$ cat config.mk
export PLATFORM = sky130hd
export DESIGN_NAME = regfile_wb_arbiter_flat
export DESIGN_NICKNAME = d
export VERILOG_FILES = /design/src/rtl/regfile_wb_arbiter_pkg.sv /design/src/rtl/regfile_wb_arbiter_if.sv /design/src/rtl/regfile_wb_arbiter_wb_scoreboard.sv /design/src/rtl/regfile_wb_arbiter.sv /design/src/flat_wrapper.sv
export SDC_FILE = /design/constraint.sdc
export NUM_CORES = 1
export LEC_CHECK = 0
export CORE_UTILIZATION = 42
export DETAILED_ROUTE_END_ITERATION = 8
export PLACE_DENSITY = 0.83
export REMOVE_ABC_BUFFERS = 1
export SYNTH_ARGS = -nofsm -noshare
export SYNTH_HDL_FRONTEND = slang
export SYNTH_HIERARCHICAL = 1
export SYNTH_SLANG_ARGS = --single-unit
$ cat constraint.sdc
create_clock -name clk -period 1.6 [get_ports clk]
set_input_delay 0.32 -clock clk [delete_from_list [all_inputs] [get_ports clk]]
set_output_delay 0.32 -clock clk [all_outputs]
set_load 0.05 [all_outputs]
$ cat src/rtl/regfile_wb_arbiter_pkg.sv
// Shared constants and types for the register-file writeback arbiter.
// Holds the register index width, the default data width and the grant encoding.
package regfile_wb_arbiter_pkg;

    localparam int REG_IDX_W    = 5;
    localparam int XLEN_DEFAULT = 32;

    localparam logic [REG_IDX_W-1:0] ZERO_REG = 5'd0;

    typedef enum logic {
        GNT_A = 1'b0,
        GNT_B = 1'b1
    } grant_e;

endpackage

$ cat src/rtl/regfile_wb_arbiter_if.sv
// Writeback requesters, issue tracking, decode busy lookup and register-file write port.
// Macro WB_BYPASS_EN adds the rs1_fwd/rs2_fwd forwarding signals.
interface regfile_wb_arbiter_if
    import regfile_wb_arbiter_pkg::*;
#(
    parameter int XLEN = XLEN_DEFAULT
);

    // Handshake: a transfer happens on a rising edge where valid && ready are both high;
    // ready is combinational and may depend on valid; requesters hold rd/data until ready.
    logic                 a_valid;
    logic                 a_ready;
    logic [REG_IDX_W-1:0] a_rd;
    logic [XLEN-1:0]      a_data;

    logic                 b_valid;
    logic                 b_ready;
    logic [REG_IDX_W-1:0] b_rd;
    logic [XLEN-1:0]      b_data;

    logic                 issue_valid;
    logic [REG_IDX_W-1:0] issue_rd;

    logic [REG_IDX_W-1:0] rs1;
    logic [REG_IDX_W-1:0] rs2;
    logic                 rs1_busy;
    logic                 rs2_busy;

    logic                 reg_write;
    logic [REG_IDX_W-1:0] wr_rd;
    logic [XLEN-1:0]      wr_data;

`ifdef WB_BYPASS_EN
    logic [XLEN-1:0]      rs1_fwd;
    logic [XLEN-1:0]      rs2_fwd;
`endif

    modport slave (
        input  a_valid, a_rd, a_data,
        input  b_valid, b_rd, b_data,
        input  issue_valid, issue_rd,
        input  rs1, rs2,
        output a_ready, b_ready,
        output rs1_busy, rs2_busy,
        output reg_write, wr_rd, wr_data
`ifdef WB_BYPASS_EN
        , output rs1_fwd, rs2_fwd
`endif
    );

    modport master (
        output a_valid, a_rd, a_data,
        output b_valid, b_rd, b_data,
        output issue_valid, issue_rd,
        output rs1, rs2,
        input  a_ready, b_ready,
        input  rs1_busy, rs2_busy,
        input  reg_write, wr_rd, wr_data
`ifdef WB_BYPASS_EN
        , input rs1_fwd, rs2_fwd
`endif
    );

endinterface

$ cat src/rtl/regfile_wb_arbiter_wb_scoreboard.sv
// Pending-write scoreboard: tracks in-flight long-latency destinations for RAW stalls.
// Macro WB_BYPASS_EN lets a write in flight this cycle forward its data instead of stalling.
module wb_scoreboard
    import regfile_wb_arbiter_pkg::*;
#(
    parameter int NUM_REGS = 32
`ifdef WB_BYPASS_EN
    , parameter int XLEN   = XLEN_DEFAULT
`endif
) (
    input  logic                 clk,
    input  logic                 rst_n,
    input  logic                 set_valid,
    input  logic [REG_IDX_W-1:0] set_rd,
    input  logic                 clr_valid,
    input  logic [REG_IDX_W-1:0] clr_rd,
    input  logic [REG_IDX_W-1:0] rs1,
    input  logic [REG_IDX_W-1:0] rs2,
    output logic                 rs1_busy,
    output logic                 rs2_busy
`ifdef WB_BYPASS_EN
    , input  logic [XLEN-1:0]    wr_data
    , output logic [XLEN-1:0]    rs1_fwd
    , output logic [XLEN-1:0]    rs2_fwd
`endif
);

    logic [NUM_REGS-1:0] pending;
    logic [NUM_REGS-1:0] pending_nxt;

    // Set is applied after clear so a fresh issue supersedes the retiring write.
    always_comb begin
        pending_nxt = pending;
        if (clr_valid && clr_rd != ZERO_REG) pending_nxt[clr_rd] = 1'b0;
        if (set_valid && set_rd != ZERO_REG) pending_nxt[set_rd] = 1'b1;
        pending_nxt[0] = 1'b0;
    end

    always_ff @(posedge clk) begin
        if (!rst_n) pending <= '0;
        else        pending <= pending_nxt;
    end

`ifdef WB_BYPASS_EN
    logic rs1_hit;
    logic rs2_hit;

    assign rs1_hit  = clr_valid && clr_rd == rs1 && rs1 != ZERO_REG;
    assign rs2_hit  = clr_valid && clr_rd == rs2 && rs2 != ZERO_REG;
    assign rs1_busy = pending[rs1] && rs1 != ZERO_REG && !rs1_hit;
    assign rs2_busy = pending[rs2] && rs2 != ZERO_REG && !rs2_hit;
    assign rs1_fwd  = rs1_hit ? wr_data : '0;
    assign rs2_fwd  = rs2_hit ? wr_data : '0;
`else
    assign rs1_busy = pending[rs1] && rs1 != ZERO_REG;
    assign rs2_busy = pending[rs2] && rs2 != ZERO_REG;
`endif

endmodule

$ cat src/rtl/regfile_wb_arbiter.sv
// Two-port writeback arbiter driving the single register-file write port, plus scoreboard.
// Macro WB_BYPASS_EN enables same-cycle forwarding of the registered write to decode.
module regfile_wb_arbiter
    import regfile_wb_arbiter_pkg::*;
#(
    parameter int XLEN     = XLEN_DEFAULT,
    parameter int NUM_REGS = 32,
    parameter int ARB_MODE = 0
) (
    input  logic                 clk,
    input  logic                 rst_n,
    regfile_wb_arbiter_if.slave  bus
);

    grant_e               last_grant;
    logic                 a_ready;
    logic                 b_ready;
    logic                 a_pref;
    logic                 reg_write_q;
    logic [REG_IDX_W-1:0] wr_rd_q;
    logic [XLEN-1:0]      wr_data_q;

    // A is preferred under contention in fixed mode, or in round-robin when B won last.
    assign a_pref  = (ARB_MODE != 0) || (last_grant == GNT_B);
    assign a_ready = rst_n && bus.a_valid && (!bus.b_valid || a_pref);
    assign b_ready = rst_n && bus.b_valid && (!bus.a_valid || !a_pref);

    assign bus.a_ready = a_ready;
    assign bus.b_ready = b_ready;

    // Writes to x0 still consume the grant but never reach the register file.
    always_ff @(posedge clk) begin
        if (!rst_n) begin
            reg_write_q <= 1'b0;
            wr_rd_q     <= ZERO_REG;
            wr_data_q   <= '0;
            last_grant  <= GNT_B;
        end else begin
            reg_write_q <= 1'b0;
            if (a_ready) begin
                last_grant <= GNT_A;
                if (bus.a_rd != ZERO_REG) begin
                    reg_write_q <= 1'b1;
                    wr_rd_q     <= bus.a_rd;
                    wr_data_q   <= bus.a_data;
                end
            end else if (b_ready) begin
                last_grant <= GNT_B;
                if (bus.b_rd != ZERO_REG) begin
                    reg_write_q <= 1'b1;
                    wr_rd_q     <= bus.b_rd;
                    wr_data_q   <= bus.b_data;
                end
            end
        end
    end

    assign bus.reg_write = reg_write_q;
    assign bus.wr_rd     = wr_rd_q;
    assign bus.wr_data   = wr_data_q;

    wb_scoreboard #(
        .NUM_REGS (NUM_REGS)
`ifdef WB_BYPASS_EN
        , .XLEN   (XLEN)
`endif
    ) u_scoreboard (
        .clk       (clk),
        .rst_n     (rst_n),
        .set_valid (bus.issue_valid),
        .set_rd    (bus.issue_rd),
        .clr_valid (reg_write_q),
        .clr_rd    (wr_rd_q),
        .rs1       (bus.rs1),
        .rs2       (bus.rs2),
        .rs1_busy  (bus.rs1_busy),
        .rs2_busy  (bus.rs2_busy)
`ifdef WB_BYPASS_EN
        , .wr_data (wr_data_q)
        , .rs1_fwd (bus.rs1_fwd)
        , .rs2_fwd (bus.rs2_fwd)
`endif
    );

endmodule

$ cat src/flat_wrapper.sv
// flat-port wrapper written by rule: the top's interface ports become plain ports
module regfile_wb_arbiter_flat import regfile_wb_arbiter_pkg::*;
#(
    parameter int XLEN     = XLEN_DEFAULT,
    parameter int NUM_REGS = 32,
    parameter int ARB_MODE = 0
)
  (clk, rst_n, bus_a_valid, bus_a_rd, bus_a_data, bus_b_valid, bus_b_rd, bus_b_data, bus_issue_valid, bus_issue_rd, bus_rs1, bus_rs2, bus_a_ready, bus_b_ready, bus_rs1_busy, bus_rs2_busy, bus_reg_write, bus_wr_rd, bus_wr_data);
  regfile_wb_arbiter_if #(.XLEN(XLEN)) bus_i ();
  input  logic clk;
  input  logic rst_n;
  input wire logic [$bits(bus_i.a_valid)-1:0] bus_a_valid;
  input wire logic [$bits(bus_i.a_rd)-1:0] bus_a_rd;
  input wire logic [$bits(bus_i.a_data)-1:0] bus_a_data;
  input wire logic [$bits(bus_i.b_valid)-1:0] bus_b_valid;
  input wire logic [$bits(bus_i.b_rd)-1:0] bus_b_rd;
  input wire logic [$bits(bus_i.b_data)-1:0] bus_b_data;
  input wire logic [$bits(bus_i.issue_valid)-1:0] bus_issue_valid;
  input wire logic [$bits(bus_i.issue_rd)-1:0] bus_issue_rd;
  input wire logic [$bits(bus_i.rs1)-1:0] bus_rs1;
  input wire logic [$bits(bus_i.rs2)-1:0] bus_rs2;
  output wire logic [$bits(bus_i.a_ready)-1:0] bus_a_ready;
  output wire logic [$bits(bus_i.b_ready)-1:0] bus_b_ready;
  output wire logic [$bits(bus_i.rs1_busy)-1:0] bus_rs1_busy;
  output wire logic [$bits(bus_i.rs2_busy)-1:0] bus_rs2_busy;
  output wire logic [$bits(bus_i.reg_write)-1:0] bus_reg_write;
  output wire logic [$bits(bus_i.wr_rd)-1:0] bus_wr_rd;
  output wire logic [$bits(bus_i.wr_data)-1:0] bus_wr_data;
  assign bus_i.a_valid = bus_a_valid;
  assign bus_i.a_rd = bus_a_rd;
  assign bus_i.a_data = bus_a_data;
  assign bus_i.b_valid = bus_b_valid;
  assign bus_i.b_rd = bus_b_rd;
  assign bus_i.b_data = bus_b_data;
  assign bus_i.issue_valid = bus_issue_valid;
  assign bus_i.issue_rd = bus_issue_rd;
  assign bus_i.rs1 = bus_rs1;
  assign bus_i.rs2 = bus_rs2;
  assign bus_a_ready = bus_i.a_ready;
  assign bus_b_ready = bus_i.b_ready;
  assign bus_rs1_busy = bus_i.rs1_busy;
  assign bus_rs2_busy = bus_i.rs2_busy;
  assign bus_reg_write = bus_i.reg_write;
  assign bus_wr_rd = bus_i.wr_rd;
  assign bus_wr_data = bus_i.wr_data;
  regfile_wb_arbiter #(.XLEN(XLEN), .NUM_REGS(NUM_REGS), .ARB_MODE(ARB_MODE)) u_core (.clk(clk), .rst_n(rst_n), .bus(bus_i));
endmodule
Word level (Yosys, flattened, before mapping)
Cells that the tools add are included.
{"block": "op_classes", "eq_ne": 1, "muxes": 24, "reduce_logical": 24, "n_lt_le_gt_ge": 6, "n_bitwise": 3}
{"cell": "32-bit 2-to-1 mux", "n": 6}
{"cell": "32-bit bitwise AND", "n": 1}
{"cell": "32-bit inverter", "n": 1}
{"cell": "32-bit OR", "n": 1}
{"cell": "5-bit nonzero test", "n": 6}
{"cell": "5-bit by 6-bit less-than comparator with 1-bit output (second input constant)", "n": 4}
{"cell": "5-bit 2-to-1 mux", "n": 4}
{"cell": "1-bit binary-select mux with 5-bit select", "n": 2}
{"cell": "1-bit demux with 5-bit select", "n": 2}
{"cell": "5-bit by 1-bit >= comparator with 1-bit output (second input constant)", "n": 2}
{"cell": "1-bit logical AND", "n": 10}
{"cell": "1-bit 2-to-1 mux", "n": 10}
{"cell": "2-bit nonzero test", "n": 2}
{"cell": "1-bit zero test", "n": 3}
{"cell": "3-bit AND reduction", "n": 1}
{"cell": "1-bit logical OR", "n": 2}
{"cell": "2-bit by 1-bit != test with 1-bit output (second input constant)", "n": 1}
{"block": "totals", "in_bits": 94, "out_inout_bits": 42, "elab_cells": 64, "ff_bits": 71}

Logic depth before layout (Yosys ltp)
{"block": "depth", "ltp_word": 9, "depth_mapped": 6, "mapped_depth_nobuf": 4}

Modules after synthesis
The synthesis kept the hierarchy.
{"module": "regfile_wb_arbiter", "seq_area_each_um2": 780.7, "cells_per_inst": 266, "n_inst": 1, "area_each_um2": 2215.9}
{"module": "wb_scoreboard", "seq_area_each_um2": 620.6, "cells_per_inst": 237, "n_inst": 1, "area_each_um2": 2020.7}

Worst setup path after synthesis
No wires, ideal clock.
{"block": "synth_path", "kind": "input port to flip-flop", "from": "input port bus_b_valid", "to": "register u_core.wr_data_q[0], in the netlist u_core/bus.wr_data[0]", "n_path_buf": 2, "arrival_ns": 1.777, "path_stages": 6, "slack_ns": -0.298, "required_time_ns": 1.478, "setup_time_ns": 0.122, "path_cell_list": "nand2_1 -> a21oi_1 -> a22oi_2 -> buf_6 -> buf_8 -> mux2i_1"}
{"block": "synth_between", "word_cells_on_any_way": 10, "classes_between": "eq/ne (1); mux (1); reduce/logical (8)"}
{"item": "start, declared", "line": "flat_wrapper.sv:15", "source": "input wire logic [$bits(bus_i.b_valid)-1:0] bus_b_valid;"}
{"item": "1-bit logical AND (2 in series)", "line": "regfile_wb_arbiter.sv:26", "source": "assign b_ready = rst_n && bus.b_valid && (!bus.a_valid || !a_pref);"}
{"item": "named net bus_b_ready", "line": "flat_wrapper.sv:23", "source": "output wire logic [$bits(bus_i.b_ready)-1:0] bus_b_ready;"}
{"item": "2-bit nonzero test (no source line)"}
{"item": "3-bit AND reduction (no source line)"}
{"item": "end signal, assigned", "line": "regfile_wb_arbiter.sv:45", "source": "wr_data_q <= bus.a_data;"}
{"item": "end signal, assigned", "line": "regfile_wb_arbiter.sv:52", "source": "wr_data_q <= bus.b_data;"}
{"item": "end, declared", "line": "regfile_wb_arbiter.sv:21", "source": "logic [XLEN-1:0] wr_data_q;"}
The timed path passes the listed nets, and every way through them passes these cells.
A chain may end at the register's enable or synchronous reset.

Final worst setup path
{"block": "layout_path", "from": "register u_core.u_scoreboard.pending[7]", "to": "output port bus_rs2_busy"}
{"block": "layout_between", "elab_chain_len": 3}
{"item": "start, declared", "line": "regfile_wb_arbiter_wb_scoreboard.sv:28", "source": "logic [NUM_REGS-1:0] pending;"}
{"item": "start signal, assigned", "line": "regfile_wb_arbiter_wb_scoreboard.sv:41", "source": "else pending <= pending_nxt;"}
{"item": "1-bit binary-select mux with 5-bit select", "line": "regfile_wb_arbiter_wb_scoreboard.sv:56", "source": "assign rs2_busy = pending[rs2] && rs2 != ZERO_REG;"}
{"item": "1-bit 2-to-1 mux (not written as such)", "line": "regfile_wb_arbiter_wb_scoreboard.sv:56"}
{"item": "1-bit logical AND", "line": "regfile_wb_arbiter_wb_scoreboard.sv:56"}
{"item": "end, declared", "line": "flat_wrapper.sv:25", "source": "output wire logic [$bits(bus_i.rs2_busy)-1:0] bus_rs2_busy;"}
No other way between the ends. The select of a mux whose other input is x is not followed.

==> flow_summary.json <==
{
  "hold_viol_final": 0,
  "timing.rr.end": "u_core/u_scoreboard/pending[9]",
  "failed_checks": "setup timing",
  "min_period_ps": 2175,
  "async_reset_ff_frac": 0,
  "cts_root_buf": "clkbuf_8",
  "antenna_left": 0,
  "drtIter0Drc": 197,
  "yosysSeqAreaShare": 0.3308,
  "crit_required_ps": 1280,
  "p_leak_nw": 2.559,
  "worstMarginPinSlew_ps": 361.5,
  "core_area_sq_um": 9774,
  "synth_edf_count": 0,
  "slew_viol_final": 0,
  "wl_per_cell_microns": 15.84,
  "r2r.worst_path.cells": 4,
  "setup_viol_count_final": 2,
  "dp_hpwl_microns": 9404,
  "slew_headroom": 0.7590,
  "whs_ps": 348.6,
  "grt.met2_usage": 0.3964,
  "nets": 743,
  "die_w_microns": 102.4,
  "layout_worst_path_cycle_share": 1.360,
  "synth_top_area_share": 0.3308,
  "clk_path_buf_depth": 2,
  "reg2reg_from": "u_core/bus.wr_rd[3]",
  "yosys.cell_count.top_type": "nand2_1",
  "synth_area_sq_um": 4237,
  "power_density_nw_per_um2": 752.1,
  "critPathLaunch": "u_core/u_scoreboard/pending[7]",
  "startpoint_type": "flop",
  "yosysTopAreaCell": "dfxtp_1",
  "cts_tree": "done",
  "cp.arrival_ps": 1860,
  "rows": 36,
  "global_route.usage.met3": 0.07729,
  "grt_use_met1": 0.2664,
  "place_congestion": 0.9531,
  "area_growth_pct": 45.30,
  "rsz0062_at_grt": "true",
  "num_vias": 4325,
  "wl_microns": 12460,
  "placed_area_sq_um": 5842,
  "io_buffers": 135,
  "syn_area_per_cell_sq_um": 8.423,
  "path_class": "reg -> out",
  "track_usage": 0.2343,
  "ys_top_cells_by_area": "dfxtp_1, a21boi_0, mux2i_1",
  "status": "finished with violations",
  "critPathCapture": "bus_rs2_busy",
  "synth_cell_types": 49,
  "setup_ws_ps": -575.4,
  "synth_seq_cells": 70,
  "synth_top_flop_cell": "dfxtp_1",
  "ios": 136,
  "yosysWarnings": 6,
  "viasPerCell": 5.496,
  "cts_hold_buf": 0,
  "ys_top_cells_by_count": "nand2_1, dfxtp_1, a21boi_0, o21ai_0, mux2i_1",
  "ff2ff_setup_slack_ps": 120,
  "grt_pass1_wl_microns": 18690,
  "clk_latency_ps": 350,
  "layout.cells.non_filler": 787,
  "grt_max_degree": 107,
  "vdd_drop_max_mv": 0.4896,
  "final_cell_area_sq_um": 6156,
  "grt_pass1_vias": 3874,
  "clk_transition_reported_paths_ps": 70,
  "cts_buffers": 9,
  "worstSetupEndpointType": "output port",
  "drive_above_1_share": 0.2098,
  "place_inst": 768,
  "max_freq_mhz": 459.7,
  "synth_cells": 503,
  "dieArea_sq_um": 10490,
  "fin_skew_ps": 6.714,
  "cts.sinks": 70,
  "finalSetupTns_ps": -1132,
  "drv_cap": 0,
  "htree_levels": 3,
  "critPathMaxFanout": 3,
  "top_usage_layer": "met2",
  "min_path_type": "in -> reg",
  "initial_core_util": 0.4334,
  "drc": 0,
  "die_y_microns": 102.4,
  "grt_antenna_before_repair": 1,
  "grt_overflow": 0,
  "drt_first_pass_iters": 4
}
==> layer usage <==
layer / part of all wire / wire (microns)
met1: 0.40 / 5011
met4: 0.029 / 356
met5: 0 / 0
met2: 0.47 / 5908
met3: 0.095 / 1188
==> registers in the layout, summed over array words and instances, names as in the netlist <==
name	count
u_core/bus.wr_data	32
u_core/u_scoreboard/pending	31
u_core/bus.wr_rd	5
u_core/a_pref	1
u_core/bus.reg_write	1
==> critical path, stage by stage, from the launching register on <==
cell	delay (ps)
dfxtp_2	330
mux4_2	470
o22ai_2	190
a2111oi_2	80
a221o_1	290
buf_6	160
==> through the flow <==
stage,worst slack [ps],utilization,power (mW)
floorplan,-1317,-,2.575
global placement,-980.2,0.5977,3.221
detailed placement,-967.1,0.5977,3.245
CTS,-581.1,0.6228,4.621
global route,-609.6,0.6295,4.825
finish,-575.4,0.6298,4.630
==> layout make-up <==
| class | count | area, sq um |
|---|---|---|
| clock buffer | 14 | 152.6 |
| sequential | 70 | 1411 |
| fill | 847 | 3618 |
| inverter | 3 | 11.26 |
| clock inverter | 1 | 30.03 |
| tap | 133 | 166.4 |
| timing repair buffer | 177 | 1708 |
| multi-input combinational | 388 | 2674 |
| antenna | 1 | 2.502 |
==> worst min-delay path by stage <==
stage                                 startpoint                endpoint  cells past startpoint  slack, ps
after floorplan                            rst_n           u_core/a_pref                      1        390
after global placement    u_core/bus.wr_data[27]  u_core/bus.wr_data[27]                      2        450
after detailed placement  u_core/bus.wr_data[26]  u_core/bus.wr_data[26]                      2        450
after CTS                            bus_a_valid           u_core/a_pref                      3        330
after global routing                 bus_a_valid           u_core/a_pref                      3        370
final                                bus_a_valid           u_core/a_pref                      3        350
==> cells by family after synthesis <==
group                  synth area share
muxes                            0.1618
DFF                              0.3308
buffers and inverters           0.05641
and+or+nand+nor                  0.2053
AOI/OAI and AO/OA                0.2457
==> cell usage in the layout (no fill, tap or decap), types with 7 or more instances in the layout <==
cell type,instances
and3_1,37
mux2i_1,48
o21ai_0,67
dfxtp_2,8
a21boi_0,68
clkdlybuf4s50_1,82
clkbuf_8,10
nand2b_1,7
dfxtp_1,62
buf_12,11
nor2b_1,7
buf_4,67
nand2_1,79
nor2_1,10
==> report_power, final <==
group / total (mW) / switching (mW) / leakage (nW) / internal [mW]
Clock: 1.38 / 0.618 / 0.0908 / 0.758
Combinational: 1.37 / 0.726 / 1.89 / 0.648
Sequential: 1.88 / 0.0512 / 0.574 / 1.83
==> what timing repair did <==
action,in CTS,in global routing
buffers inserted,1,2
pin swaps,6,6
gates resized for setup,35,14
cloned,0,1
setup endpoints to repair,4,39
(Power assumes the default switching activity.)
